[config.mk]
export PLATFORM = sky130hd
export DESIGN_NAME = range_session_arbiter
export DESIGN_NICKNAME = d
export VERILOG_FILES = /design/src/rtl/range_session_arbiter.sv
export SDC_FILE = /design/constraint.sdc
export NUM_CORES = 1
export LEC_CHECK = 0
export ABC_AREA = 1
export BUFFER_PORTS_ARGS = -buffer_cell sky130_fd_sc_hd__buf_2
export CAP_MARGIN = 5
export CORE_MARGIN = 3
export CORE_UTILIZATION = 40
export DETAILED_ROUTE_END_ITERATION = 10
export PLACE_DENSITY = 0.7
export SYNTH_ARGS = -nofsm -noshare
export SYNTH_HDL_FRONTEND = slang
export SYNTH_SLANG_ARGS = --single-unit
[constraint.sdc]
create_clock -name clock -period 2.1 [get_ports clock]
set_input_delay 0.63 -clock clock [delete_from_list [all_inputs] [get_ports clock]]
set_output_delay 0.63 -clock clock [all_outputs]
set_load 0.02 [all_outputs]
[src/rtl/range_session_arbiter.sv]
// range_session_arbiter
//   Shares one range-finder datapath among NUM_REQ sample-stream clients.
//   Round-robin grant, one session at a time. Sequences rf_go/rf_finish for
//   the granted client, repeats the held sample across stream stalls, aborts
//   a session after TIMEOUT idle stream cycles, and returns the captured
//   range on a valid/ack result port.
// Ports
//   clock, reset          clock (posedge), asynchronous active-high reset
//   req                   per-client session request (level)
//   sample_valid/last     per-client sample handshake, last = final sample
//   sample_data           client i sample at [i*WIDTH +: WIDTH]
//   grant                 one-hot datapath owner, 0 when idle
//   sample_ready          accept strobe toward the granted client
//   rf_data_in/go/finish  range finder drive
//   rf_range, rf_error    range finder result and error flag
//   result/_id/_err       captured range, owning client, error flag
//   result_valid/ack      result held until acknowledged
//   busy                  session in progress
module range_session_arbiter #(
   parameter int  WIDTH   = 16,
   parameter int  NUM_REQ = 4,
   parameter int  TIMEOUT = 64,
   localparam int IDW     = $clog2(NUM_REQ)
) (
   input  logic                     clock,
   input  logic                     reset,
   input  logic [NUM_REQ-1:0]       req,
   input  logic [NUM_REQ-1:0]       sample_valid,
   input  logic [NUM_REQ-1:0]       sample_last,
   input  logic [NUM_REQ*WIDTH-1:0] sample_data,
   output logic [NUM_REQ-1:0]       grant,
   output logic [NUM_REQ-1:0]       sample_ready,
   output logic [WIDTH-1:0]         rf_data_in,
   output logic                     rf_go,
   output logic                     rf_finish,
   input  logic [WIDTH-1:0]         rf_range,
   input  logic                     rf_error,
   output logic [WIDTH-1:0]         result,
   output logic [IDW-1:0]           result_id,
   output logic                     result_err,
   output logic                     result_valid,
   input  logic                     result_ack,
   output logic                     busy
);

   localparam int TW = $clog2(TIMEOUT);

   typedef enum logic [2:0] {
      S_IDLE, S_FIRST, S_ONE, S_STREAM, S_CAPTURE, S_RESULT
   } state_t;

   state_t             state_q;
   logic [NUM_REQ-1:0] grant_q;
   logic [IDW-1:0]     ptr_q;
   logic [IDW-1:0]     gidx_q;
   logic [WIDTH-1:0]   hold_q;
   logic [TW-1:0]      timer_q;
   logic               err_q;
   logic [WIDTH-1:0]   result_q;
   logic [IDW-1:0]     result_id_q;
   logic               result_err_q;

   logic               pick_found;
   logic [IDW-1:0]     pick_idx;
   logic [IDW-1:0]     cand;
   logic               valid_g;
   logic               last_g;
   logic [WIDTH-1:0]   data_g;
   logic               tmo;

   // Granted client's lane; other clients' inputs never reach the datapath.
   assign valid_g = sample_valid[gidx_q];
   assign last_g  = sample_last[gidx_q];
   assign data_g  = sample_data[32'(gidx_q)*WIDTH +: WIDTH];
   assign tmo     = (timer_q == TW'(TIMEOUT - 1));

   // First requester at or after the pointer, wrapping.
   always_comb begin
      pick_found = 1'b0;
      pick_idx   = '0;
      cand       = '0;
      for (int unsigned k = 0; k < NUM_REQ; k++) begin
         cand = IDW'((32'(ptr_q) + k) % 32'(NUM_REQ));
         if (!pick_found && req[cand]) begin
            pick_found = 1'b1;
            pick_idx   = cand;
         end
      end
   end

   always_comb begin
      sample_ready = '0;
      rf_go        = 1'b0;
      rf_finish    = 1'b0;
      rf_data_in   = '0;
      case (state_q)
         S_FIRST: begin
            sample_ready = grant_q;
            if (valid_g) begin
               rf_go      = 1'b1;
               rf_data_in = data_g;
            end
         end
         // go and finish cannot coincide, so a 1-sample session finishes
         // one cycle later on the held sample.
         S_ONE: begin
            rf_finish  = 1'b1;
            rf_data_in = hold_q;
         end
         // A stall repeats the held sample, which leaves min/max unchanged.
         S_STREAM: begin
            sample_ready = grant_q;
            rf_data_in   = valid_g ? data_g : hold_q;
            rf_finish    = valid_g ? last_g : tmo;
         end
         default: ;
      endcase
   end

   always_ff @(posedge clock or posedge reset) begin
      if (reset) begin
         state_q      <= S_IDLE;
         grant_q      <= '0;
         ptr_q        <= '0;
         gidx_q       <= '0;
         hold_q       <= '0;
         timer_q      <= '0;
         err_q        <= 1'b0;
         result_q     <= '0;
         result_id_q  <= '0;
         result_err_q <= 1'b0;
      end else begin
         case (state_q)
            S_IDLE: begin
               if (pick_found) begin
                  grant_q <= NUM_REQ'(1) << pick_idx;
                  gidx_q  <= pick_idx;
                  state_q <= S_FIRST;
               end
            end
            S_FIRST: begin
               if (valid_g) begin
                  hold_q  <= data_g;
                  timer_q <= '0;
                  state_q <= last_g ? S_ONE : S_STREAM;
               end
            end
            S_ONE: state_q <= S_CAPTURE;
            S_STREAM: begin
               if (valid_g) begin
                  hold_q  <= data_g;
                  timer_q <= '0;
                  if (last_g) state_q <= S_CAPTURE;
               end else if (tmo) begin
                  err_q   <= 1'b1;
                  timer_q <= '0;
                  state_q <= S_CAPTURE;
               end else begin
                  timer_q <= timer_q + TW'(1);
               end
            end
            S_CAPTURE: begin
               result_q     <= rf_range;
               result_id_q  <= gidx_q;
               result_err_q <= err_q | rf_error;
               state_q      <= S_RESULT;
            end
            S_RESULT: begin
               if (result_ack) begin
                  grant_q <= '0;
                  ptr_q   <= (gidx_q == IDW'(NUM_REQ - 1)) ? '0 : gidx_q + IDW'(1);
                  err_q   <= 1'b0;
                  state_q <= S_IDLE;
               end
            end
            default: state_q <= S_IDLE;
         endcase
      end
   end

   assign grant        = grant_q;
   assign result       = result_q;
   assign result_id    = result_id_q;
   assign result_err   = result_err_q;
   assign result_valid = (state_q == S_RESULT);
   assign busy         = (state_q != S_IDLE);

endmodule

==> impl_results.md, run 1 <==
- GRT Total Usage: between 20% and 30%
- Hold Vio Cnt, Final: 0
- Yosys top cell area share: 37.6%
- Initial Util: 42.1%
- Power density over the cells: 1820 nW/um^2
- Non-filler cells in the finished layout: 848
- Tcrit/Tclk final: 130%
- Yosys reg bits: 53
- Largest net degree at the start of global routing: 54
- Diodes inserted: 0
- Syn Inst Count: 520
- Internal power: 5.49 mW
- Max-slew headroom: 59.5%
- Max cap viols: 0
- Root Buffer: clkbuf_8
- Worst slew pin tran: 0.606 ns
- Global route overflow: 0
- CP peak stage delay: 0.47 ns
- Synthesis warning total: 0
- Avg Cell Area, Syn: 6.79 um^2
- Wirelength per Cell: 15.2 um
- IO Port Bufs: 142
- Setup ws final: -0.627 ns
- RSZ-0062 raised after global routing: yes
- Vias in the first global route: 4132
- Crit-path max FO: 7
- Crit path time final: around 2.7 ns
- Die area: 9980 um^2
- Max Buffers Root-to-Sink: 2
- DRT iter0 DRCs: 162
- Routed via count: 4408
- Clock Skew: 0.00446 ns
- CP endpoint kind: output pin
- Startpoint types: register
- Share of layout cells above drive strength 1: about half
- Placed Area: ~4600 um^2
- Worst slack at placement: -0.399 ns
- P&R area growth vs syn: 65.7%
- Final setup viols: 26
- Final instance area: about 6000 um^2
- Sequential power share: 16.8%
- CTS Sinks: 53
- Post-synthesis sequential area ratio: between 30 and 40%
- Area of the multi-input gates: 2340 um^2
- Cts hold-fix bufs: 0
- Depth of the CTS H-tree: 2
- Nets: 840
- Worst Path Required: 1.47 ns
- Initial antenna violation count: 0
- Sequential cell area: 1330 um^2
- Core box area: 8380 um^2
- Part of the power in combinational logic: between 70% and 80%
- Outcome: finished, violations left
- Static leakage: 2.99 nW
- Net Sw Frac: 48.4%
- Routed WL: ~13 mm
- Slowest stage cell, crit path: dfrtp_2
- FP Rows: 33
- DP Wirelength: 7.70 mm
- Clk_lat worst skew: 0.31 ns
- Top cell by count, worst path: nand2_1
- R2R cell count: 19
- Post-synth EDFFs: 0
- Yosys top cell by area: dfrtp_1
- Synth Net Count: ~620
- Arr. time, crit path: 2.10 ns
- Ys flop type: dfrtp_1
- Filler cells: 671
- Critical path origin: gidx_q[0]
- Final slew viol count: 0
- Drt first pass iters: 5
- Total power: 10.6 mW
- HP Class: input pin to async pin
- Ranking of synthesized cells by area: dfrtp_1 38%, nand2_1 19%, o21ai_0 5.7%
- Num ports: 143
- Unique masters post-synth: 33
- Inst Count DP: 778
- VDD IR max: 0.000916 V
- Crit path kind: register to output pin
- DRC viols: 0
- Failing checks: setup timing
- FFs w/ async S/R, synth: 100%
- Sw Pwr: 5.15 mW
- Die X: 99.9 um
- First-pass GRT wire length: 19.1 mm
- Synth Cell Area: 3530 um^2
- Hold Slack: 0.341 ns
- Clock power share: 6.7%
- Fmax achieved: 0.367 GHz
- FF-to-FF Start: gidx_q[0]
- Number of vias per cell: ~5.2
- RePlAce Congestion: 0.858
- Crit path cell chain: inv_6 -> nand2_4 -> nand3_4 -> nand2_8 -> clkinv_8 -> buf_6 -> nand2_1 -> o21ai_1 -> nand2_1 -> o211ai_1 -> buf_4
- CTS tree: yes
- Clock slew at reported path FFs: approximately 0.10 ns
- Top-count cell post-synth: nand2_1
- Commonest cells in the netlist: 183 x nand2_1, 53 x dfrtp_1, 47 x nor2_1
- Number of buffers created by CTS: 5
- Die span in y: 99.9 um
- Antenna viol nets, final: 0
worst max-delay path: cells and delay by family (launching register included):
kind	cells	cell delay, ns
buffers and inverters	4	0.59
flip-flops	1	0.47
AND/OR/NAND/NOR	5	0.44
AO/OA/AOI/OAI	2	0.29
layout by cell type (no fill, tap or decap), types with 2 or more instances in the layout:
cell and n:
nand3_2 4, nand2_8 2, buf_12 10, clkbuf_8 5
dfrtp_2 4, inv_4 2, buf_2 120, nand2_2 16
inv_2 12, o22ai_2 9, o21ai_4 6, inv_8 2
buf_6 13, dfrtp_1 49, nand2_1 164, nand4_1 2
a21oi_1 7, nand2_4 15, nor2_4 7, buf_16 2
o21ai_2 15, nand3_1 15, o22ai_1 7, o211ai_1 16
buf_8 2, inv_1 28, o21ai_1 34, buf_4 87
ha_1 2, nand3_4 3, nor2_2 12, nor2_1 33
o21ai_0 21, clkinv_2 2
power by group through the flow:
stage                     Combinational (mW)  Clock [mW]  Sequential, mW
after floorplan                         3.32           0            1.98
after global placement                  5.04           0            1.76
after detailed placement                5.13           0            1.78
after CTS                               6.81       0.731            1.79
after global routing                    8.81       0.778            1.84
final                                   8.14       0.708            1.79
kinds of logic (layout without fill, tap and decap cells):
| family | count (synthesis) | in the layout | share of synthesized area (%) |
|---|---|---|---|
| buffers and inverters | 68 | 291 | 8.16 |
| adder cells (fa/ha/maj) | 2 | 2 | 0.709 |
| XOR/XNOR | 1 | 1 | 0.248 |
| flip-flops | 53 | 53 | 37.6 |
| AND/OR/NAND/NOR | 276 | 276 | 34.1 |
| AO/OA/AOI/OAI | 120 | 120 | 19.2 |
flip-flops by register name, indices dropped and copies added, names as in the netlist:
signal	count
err_q	1
result	16
grant	4
hold_q	16
timer_q	6
result_err	1
state_q	3
ptr_q	2
gidx_q	2
result_id	2
layer usage:
| layer | wire (um) | GRT usage, % |
|---|---|---|
| met2 | 6440 | 41.0 |
| met1 | 5100 | 29.5 |
| met3 | 985 | 4.31 |
| met4 | 345 | 7.35 |
| met5 | 0 | 0 |
area by class of cell:
| type | count | share of cell area (%) |
|---|---|---|
| clock buffers | 6 | 1.24 |
| inverters | 45 | 3.40 |
| clock inverters | 2 | 0.663 |
| repair buffers | 234 | 28.8 |
| flip-flops and latches | 53 | 22.8 |
| well taps | 105 | 2.25 |
| multi-input cells | 399 | 40.0 |
| repair inverters | 4 | 0.877 |
through the flow:
| step | setup TNS, ns | utilization, % |
|---|---|---|
| after floorplan | -0.193 | - |
| after global placement | -5.44 | 55.1 |
| final | -10.60 | 69.8 |
| after detailed placement | -5.87 | 55.1 |
| after CTS | -9.46 | 64.1 |
| after global routing | -12.92 | 69.8 |
path summary, 6_finish.rpt:
path	end	slack, ns
setup reg to reg	hold_q[12]	-0.57
hold / removal	err_q	0.34
min in group clock	result[0]	0.47
setup / recovery	rf_data_in[10]	-0.63
max in group asynchronous	gidx_q[0]	1.48
hold reg to reg	result[0]	0.47
what timing repair did:
item                       CTS  global route
gates resized for setup     95            81
buffers inserted            43            16
setup endpoints to repair   23            28
gates cloned                 4             3
pin swaps                   23            24
No activity file was read; power rests on OpenSTA's default activity.
==> inputs of run 2 (changes only) <==
Settings changed: ABC_AREA 1 to default, PLACE_DENSITY 0.7 to 0.73.
==> run 2 against run 1 <==
The run still ends with setup timing left. Worst setup slack improved by 0.037 ns. Via count decreased by 36%. Clock skew increased by 0.00072 ns. Cell area decreased by 23%. Utilization decreased by 5.2 points. First-iteration DRC count decreased by 24%. Cell count decreased by 37%. Worst hold slack improved by 0.016 ns. Sequential cell count unchanged. Count of clock-buffer cells in the layout increased by 1. Area after synthesis decreased by 15%.
==> impl_results.md, run 2 <==
- CTS Sinks: 53 (unchanged)
- Antenna viol nets, final: 0 (unchanged)
- Yosys top cell by area: dfrtp_1 (unchanged)
- Post-synthesis sequential area ratio: 44.2% (was 37.6%)
- Synth Net Count: 372 (was 618)
- Commonest cells in the netlist: 53 x dfrtp_1, 35 x mux2_2, 31 x nand2_1 (was 183 x nand2_1, 53 x dfrtp_1, 47 x nor2_1)
- Static leakage: 2.10 nW (was 2.99 nW)
- Clock slew at reported path FFs: 0.10 ns (about the same)
- RSZ-0062 raised after global routing: yes (unchanged)
- Arr. time, crit path: 2.06 ns (was 2.10 ns)
- Worst Path Required: 1.47 ns (about the same)
- DRT iter0 DRCs: 123 (was 162)
- Ys flop type: dfrtp_1 (unchanged)
- Post-synth EDFFs: 0 (unchanged)
- Max-slew headroom: 67.7% (was 59.5%)
- Core box area: 7020 um^2 (was 8380 um^2)
- Max cap viols: 0 (unchanged)
- Num ports: 143 (unchanged)
- Hold Vio Cnt, Final: 0 (unchanged)
- Max Buffers Root-to-Sink: 2 (unchanged)
- Die span in y: 92.6 um (was 99.9 um)
- Wirelength per Cell: 16.3 um (was 15.2 um)
- Crit path kind: register to output pin (unchanged)
- Initial Util: 42.7% (was 42.1%)
- Outcome: finished, violations left (unchanged)
- Number of vias per cell: 5.30 (was 5.20)
- Drt first pass iters: 4 (was 5)
- Initial antenna violation count: 0 (unchanged)
- CTS tree: yes (unchanged)
- First-pass GRT wire length: 13.8 mm (was 19.1 mm)
- Filler cells: 537 (was 671)
- Ranking of synthesized cells by area: dfrtp_1 44%, mux4_2 14%, mux2_2 13% (was dfrtp_1 38%, nand2_1 19%, o21ai_0 5.7%)
- Routed via count: 2828 (was 4408)
- Met2 Track Usage GR: 34.9% (was 41.0%)
- Startpoint types: register (unchanged)
- Syn Inst Count: 274 (was 520)
- Failing checks: setup timing (unchanged)
- Clk_lat worst skew: 0.30 ns (was 0.31 ns)
- Reg2reg setup slack: -0.07 ns (was -0.57 ns)
- Largest net degree at the start of global routing: 54 (unchanged)
- Synth Cell Area: 3000 um^2 (was 3530 um^2)
- Crit path time final: 2.69 ns (was 2.73 ns)
- Nets: 535 (was 840)
- Vias in the first global route: 3002 (was 4132)
- VDD IR max: 0.000892 V (was 0.000916 V)
- Root Buffer: clkbuf_8 (unchanged)
- GRT Total Usage: 20.2% (was 23.5%)
- IO Port Bufs: 142 (unchanged)
- Non-filler cells in the finished layout: 534 (was 848)
- Diodes inserted: 0 (unchanged)
- Fmax achieved: 0.372 GHz (was 0.367 GHz)
- FFs w/ async S/R, synth: 100% (unchanged)
- Inst Count DP: 517 (was 778)
- Top-count cell post-synth: dfrtp_1 (was nand2_1)
- Yosys top cell area share: 44.2% (was 37.6%)
- Number of buffers created by CTS: 5 (unchanged)
- Grt met3 use: 5.20% (was 4.31%)
- Tcrit/Tclk final: 128% (was 130%)
- Power density over the cells: 1470 nW/um^2 (was 1820 nW/um^2)
- Commonest cells after routing, fill and taps aside: 127 x buf_2, 50 x dfrtp_1, 35 x mux2_2, 33 x buf_4, 28 x nand2_1 (was 164 x nand2_1, 120 x buf_2, 87 x buf_4, 49 x dfrtp_1, 34 x o21ai_1)
- Setup TNS: -9.38 ns (was -10.60 ns)
- Commonest non-fill, non-tap cell in the layout: buf_2 (was nand2_1)
- Unique masters post-synth: 35 (was 33)
- Setup ws final: -0.589 ns (was -0.627 ns)
- CP endpoint kind: output pin (unchanged)
- Sequential cell area: 1330 um^2 (about the same)
- Busiest grt layer: met2 (unchanged)
- Cts hold-fix bufs: 0 (unchanged)
- Share of layout cells above drive strength 1: 62.1% (was 48.5%)
- Routed WL: 8.70 mm (was 12.9 mm)
- Area of the multi-input gates: 1830 um^2 (was 2340 um^2)
- P&R area growth vs syn: 51.0% (was 65.7%)
- Global route overflow: 0 (unchanged)
- RePlAce Congestion: 0.790 (was 0.858)
- Die X: 92.6 um (was 99.9 um)
- Final slew viol count: 0 (unchanged)
- DRC viols: 0 (unchanged)
- DP Wirelength: 6.50 mm (was 7.70 mm)
- Final setup viols: 19 (was 26)
- Die area: 8570 um^2 (was 9980 um^2)
- FP Rows: 30 (was 33)
- Grt met1 use: 23.7% (was 29.5%)
- Clock Skew: 0.00518 ns (was 0.00446 ns)
- Avg Cell Area, Syn: 10.9 um^2 (was 6.79 um^2)
- Yosys reg bits: 53 (unchanged)
- Synthesis warning total: 0 (unchanged)
- Crit-path max FO: 3 (was 7)
- Worst slew pin tran: 0.480 ns (was 0.606 ns)
- Depth of the CTS H-tree: 2 (unchanged)
- HP Class: input pin to async pin (unchanged)
==> run 2: cell types whose count changed in the layout (fill, tap and decap cells not counted), moves of 13 or more <==
cell / delta
nand2_4: -13
o211ai_1: -16
nand2_2: -15
mux4_2: +18
a21oi_4: +14
o21ai_1: -32
o21ai_2: -15
nand2_1: -136
nor2_1: -27
inv_1: -24
buf_4: -54
mux2_2: +35
==> run 2: cell families after synthesis <==
group                    after synthesis  synth area share [%]
AND/OR/NAND/NOR                       88                  14.2
multiplexers                          54                  27.0
AO/OA/AOI/OAI                         53                  10.1
flip-flops                            53                  44.2
buffers and inverters                 24                  3.59
adder cells (fa/ha/maj)                2                 0.834
==> run 2: worst max-delay path: stages (launching register included) <==
cell and delay (ns):
dfrtp_2 0.43, buf_12 0.12, mux4_2 0.57, o21ai_4 0.19, o31ai_4 0.10, o211a_1 0.22, buf_6 0.13
==> run 2: what timing repair did <==
action	CTS	global route
resized for setup	34	14
endpoints found under the setup margin	23	36
hold endpoints to repair	0	0
pin swaps	4	4
buffers inserted	5	6
gates cloned	1	0
==> run 2: area by class of cell <==
class	count	share of cell area, %
repair buffers	175	24.8
clock inverters	1	0.193
clock buffers	7	2.13
flip-flops and latches	53	29.4
multi-input cells	197	40.5
well taps	96	2.65
inverters	5	0.414
==> run 2: routing by layer <==
layer	wire length, um	up-vias
li1	-	1331
met5	0	-
met2	4440	100
met4	225	0
met3	602	16
met1	3430	1381
==> run 2: stage by stage <==
step           total power, mW  util, %  setup WS [ns]  hold WS, ns  area [um^2]
2_1_floorplan             4.48        -         -0.339        0.451         3220
6_report                  6.67     64.5         -0.589        0.357         4530
5_1_grt                   7.10     64.5         -0.648        0.369         4530
3_3_place_gp              5.51     59.4         -0.555        0.485         4170
4_1_cts                   6.57     63.2         -0.601        0.361         4440
3_5_place_dp              5.60     59.4         -0.553        0.492         4170
==> run 2: path summary, 6_finish.rpt <==
check / from / depth (start not counted) / end
max: gidx_q[0] / 6 / rf_finish
min: reset / 3 / result[13]
max reg2reg: gidx_q[0] / 6 / timer_q[3]
min reg2reg: err_q / 2 / err_q
max in group asynchronous: reset / 3 / state_q[2]
min in group clock: err_q / 2 / err_q
==> run 2: report_power, final <==
part	leakage, nW	internal [mW]	switching [mW]
combinational	1.40	2.01	2.19
clock	0.0549	0.305	0.341
sequential	0.646	1.50	0.316
total	2.10	3.82	2.85
==> inputs of run 3 (changes only) <==
Settings changed: CTS_BUF_LIST from default to sky130_fd_sc_hd__clkbuf_8, PLACE_DENSITY 0.73 to 0.71, SKIP_CTS_REPAIR_TIMING from default to 1.
==> run 3 against run 2 <==
The flow still finishes with violations (setup timing). Worst setup slack improved by 0.051 ns. Fmax increased by 1.9%. Global-route usage decreased by 0.22 points. Count of clock-buffer cells in the layout unchanged.
==> impl_results.md, run 3 (synthesized netlist as in run 2, its figures left out) <==
- Outcome: finished, violations left (unchanged)
- Failing checks: setup timing (unchanged)
- Sequential power share: 26.4% (was 27.3%)
- Startpoint types: register (unchanged)
- Largest net degree at the start of global routing: 54 (unchanged)
- Antenna viol nets, final: 0 (unchanged)
- Wirelength per Cell: 16.8 um (was 16.3 um)
- Number of buffers created by CTS: 5 (unchanged)
- Non-filler cells in the finished layout: 532 (was 534)
- R2R cell count: 6 (unchanged)
- Final Core Density: 65.5% (was 64.5%)
- FP Rows: 30 (unchanged)
- Tcrit/Tclk final: 126% (was 128%)
- Fmax achieved: 0.379 GHz (was 0.372 GHz)
- Net Sw Frac: 43.4% (was 42.8%)
- Clk_lat worst skew: 0.31 ns (was 0.30 ns)
- Core box area: 7020 um^2 (unchanged)
- Num ports: 143 (unchanged)
- First-pass GRT wire length: 13.7 mm (was 13.8 mm)
- IO Port Bufs: 142 (unchanged)
- RePlAce Congestion: 0.807 (was 0.790)
- Diodes inserted: 0 (unchanged)
- Worst Path Required: 1.47 ns (about the same)
- Die X: 92.6 um (unchanged)
- Worst slew pin tran: 0.468 ns (was 0.480 ns)
- Placed Area: 4150 um^2 (was 4170 um^2)
- Clock power share: 9.5% (was 9.7%)
- Initial Util: 42.7% (unchanged)
- Reg2reg setup slack: 0.05 ns (was -0.07 ns)
- Max-slew headroom: 68.5% (was 67.7%)
- FF-to-FF Start: gidx_q[0] (unchanged)
- Clock Skew: 0.00567 ns (was 0.00518 ns)
- Final slew viol count: 0 (unchanged)
- Worst slack at placement: -0.548 ns (was -0.553 ns)
- Commonest cells after routing, fill and taps aside: 122 x buf_2, 50 x dfrtp_1, 35 x mux2_2, 26 x buf_4, 23 x nand3_1 (was 127 x buf_2, 50 x dfrtp_1, 35 x mux2_2, 33 x buf_4, 28 x nand2_1)
- Commonest non-fill, non-tap cell in the layout: buf_2 (unchanged)
- Initial antenna violation count: 0 (unchanged)
- Setup TNS: -8.99 ns (was -9.38 ns)
- CTS Sinks: 53 (unchanged)
- DP Wirelength: 6.48 mm (was 6.50 mm)
- RSZ-0062 raised after global routing: yes (unchanged)
- Filler cells: 555 (was 537)
- Static leakage: 2.16 nW (was 2.10 nW)
- Part of the power in combinational logic: 64.1% (was 63.0%)
- DRC viols: 0 (unchanged)
- Final setup viols: 18 (was 19)
- Global route overflow: 0 (unchanged)
- GRT Total Usage: 20.0% (was 20.2%)
- VDD IR max: 0.000796 V (was 0.000892 V)
- Die span in y: 92.6 um (unchanged)
- P&R area growth vs syn: 53.4% (was 51.0%)
- Setup ws final: -0.538 ns (was -0.589 ns)
- Total power: 6.91 mW (was 6.67 mW)
- Internal power: 3.91 mW (was 3.82 mW)
- Number of vias per cell: 5.32 (was 5.30)
- Final instance area: 4600 um^2 (was 4530 um^2)
- Vias in the first global route: 2899 (was 3002)
- Max Buffers Root-to-Sink: 2 (unchanged)
- Die area: 8570 um^2 (unchanged)
- Inst Count DP: 518 (was 517)
- Hold Slack: 0.348 ns (was 0.357 ns)
- Crit path kind: register to output pin (unchanged)
- HP Class: input pin to async pin (unchanged)
- Max cap viols: 0 (unchanged)
- Crit-path max FO: 16 (was 3)
- Arr. time, crit path: 2.01 ns (was 2.06 ns)
- DRT iter0 DRCs: 87 (was 123)
- Hold Vio Cnt, Final: 0 (unchanged)
- Routed via count: 2831 (was 2828)
- CTS tree: yes (unchanged)
- Crit path time final: 2.64 ns (was 2.69 ns)
- CP endpoint kind: output pin (unchanged)
- Sw Pwr: 3.00 mW (was 2.85 mW)
- Power density over the cells: 1500 nW/um^2 (was 1470 nW/um^2)
- R2R Path End: hold_q[4] (was timer_q[3])
- Drt first pass iters: 4 (unchanged)
- Root Buffer: clkbuf_8 (unchanged)
- Depth of the CTS H-tree: 2 (unchanged)
- Share of layout cells above drive strength 1: 64.2% (was 62.1%)
- Nets: 533 (was 535)
- Routed WL: 8.95 mm (was 8.70 mm)
- Clock slew at reported path FFs: 0.10 ns (about the same)
[run 3: worst max-delay path: stages (launching register included)]
cell	delay, ns
dfrtp_2	0.40
mux4_2	0.63
nand2_8	0.18
nand3_1	0.17
a21oi_4	0.19
buf_6	0.14
[run 3: worst max path at each step]
stage	startpoint	slack [ns]	depth (start not counted)	endpoint
6_report	gidx_q[0]	-0.54	5	rf_data_in[0]
5_1_grt	gidx_q[0]	-0.61	5	rf_finish
4_1_cts	gidx_q[0]	-0.66	6	rf_finish
3_5_place_dp	sample_valid[0]	-0.55	6	rf_finish
3_3_place_gp	sample_valid[0]	-0.55	6	rf_finish
2_1_floorplan	sample_valid[3]	-0.34	6	rf_data_in[0]
[run 3: area by class of cell]
type	instances	area, um^2	area share, %
Sequential cell	53	1330	28.9
Inverter	5	18.8	0.408
Clock inverter	1	8.76	0.190
Timing Repair Buffer	173	1130	24.6
Clock buffer	7	96.3	2.09
Multi-Input combinational cell	197	1890	41.2
Tap cell	96	120	2.61
[run 3: layer usage]
metal / part of all wire, % / track usage (%) / up-vias
li1: - / - / 1335
met1: 40 / 23.5 / 1363
met2: 50 / 35.7 / 112
met3: 6.6 / 4.79 / 21
met4: 3.1 / 6.56 / 0
met5: 0 / 0 / -
[run 3: power groups by stage]
stage / combinational, mW / clock (mW) / sequential (mW)
floorplan: 2.44 / 0 / 2.03
global placement: 3.68 / 0 / 1.79
detailed placement: 3.76 / 0 / 1.81
CTS: 3.77 / 0.670 / 1.80
global route: 4.75 / 0.716 / 1.88
finish: 4.43 / 0.658 / 1.82
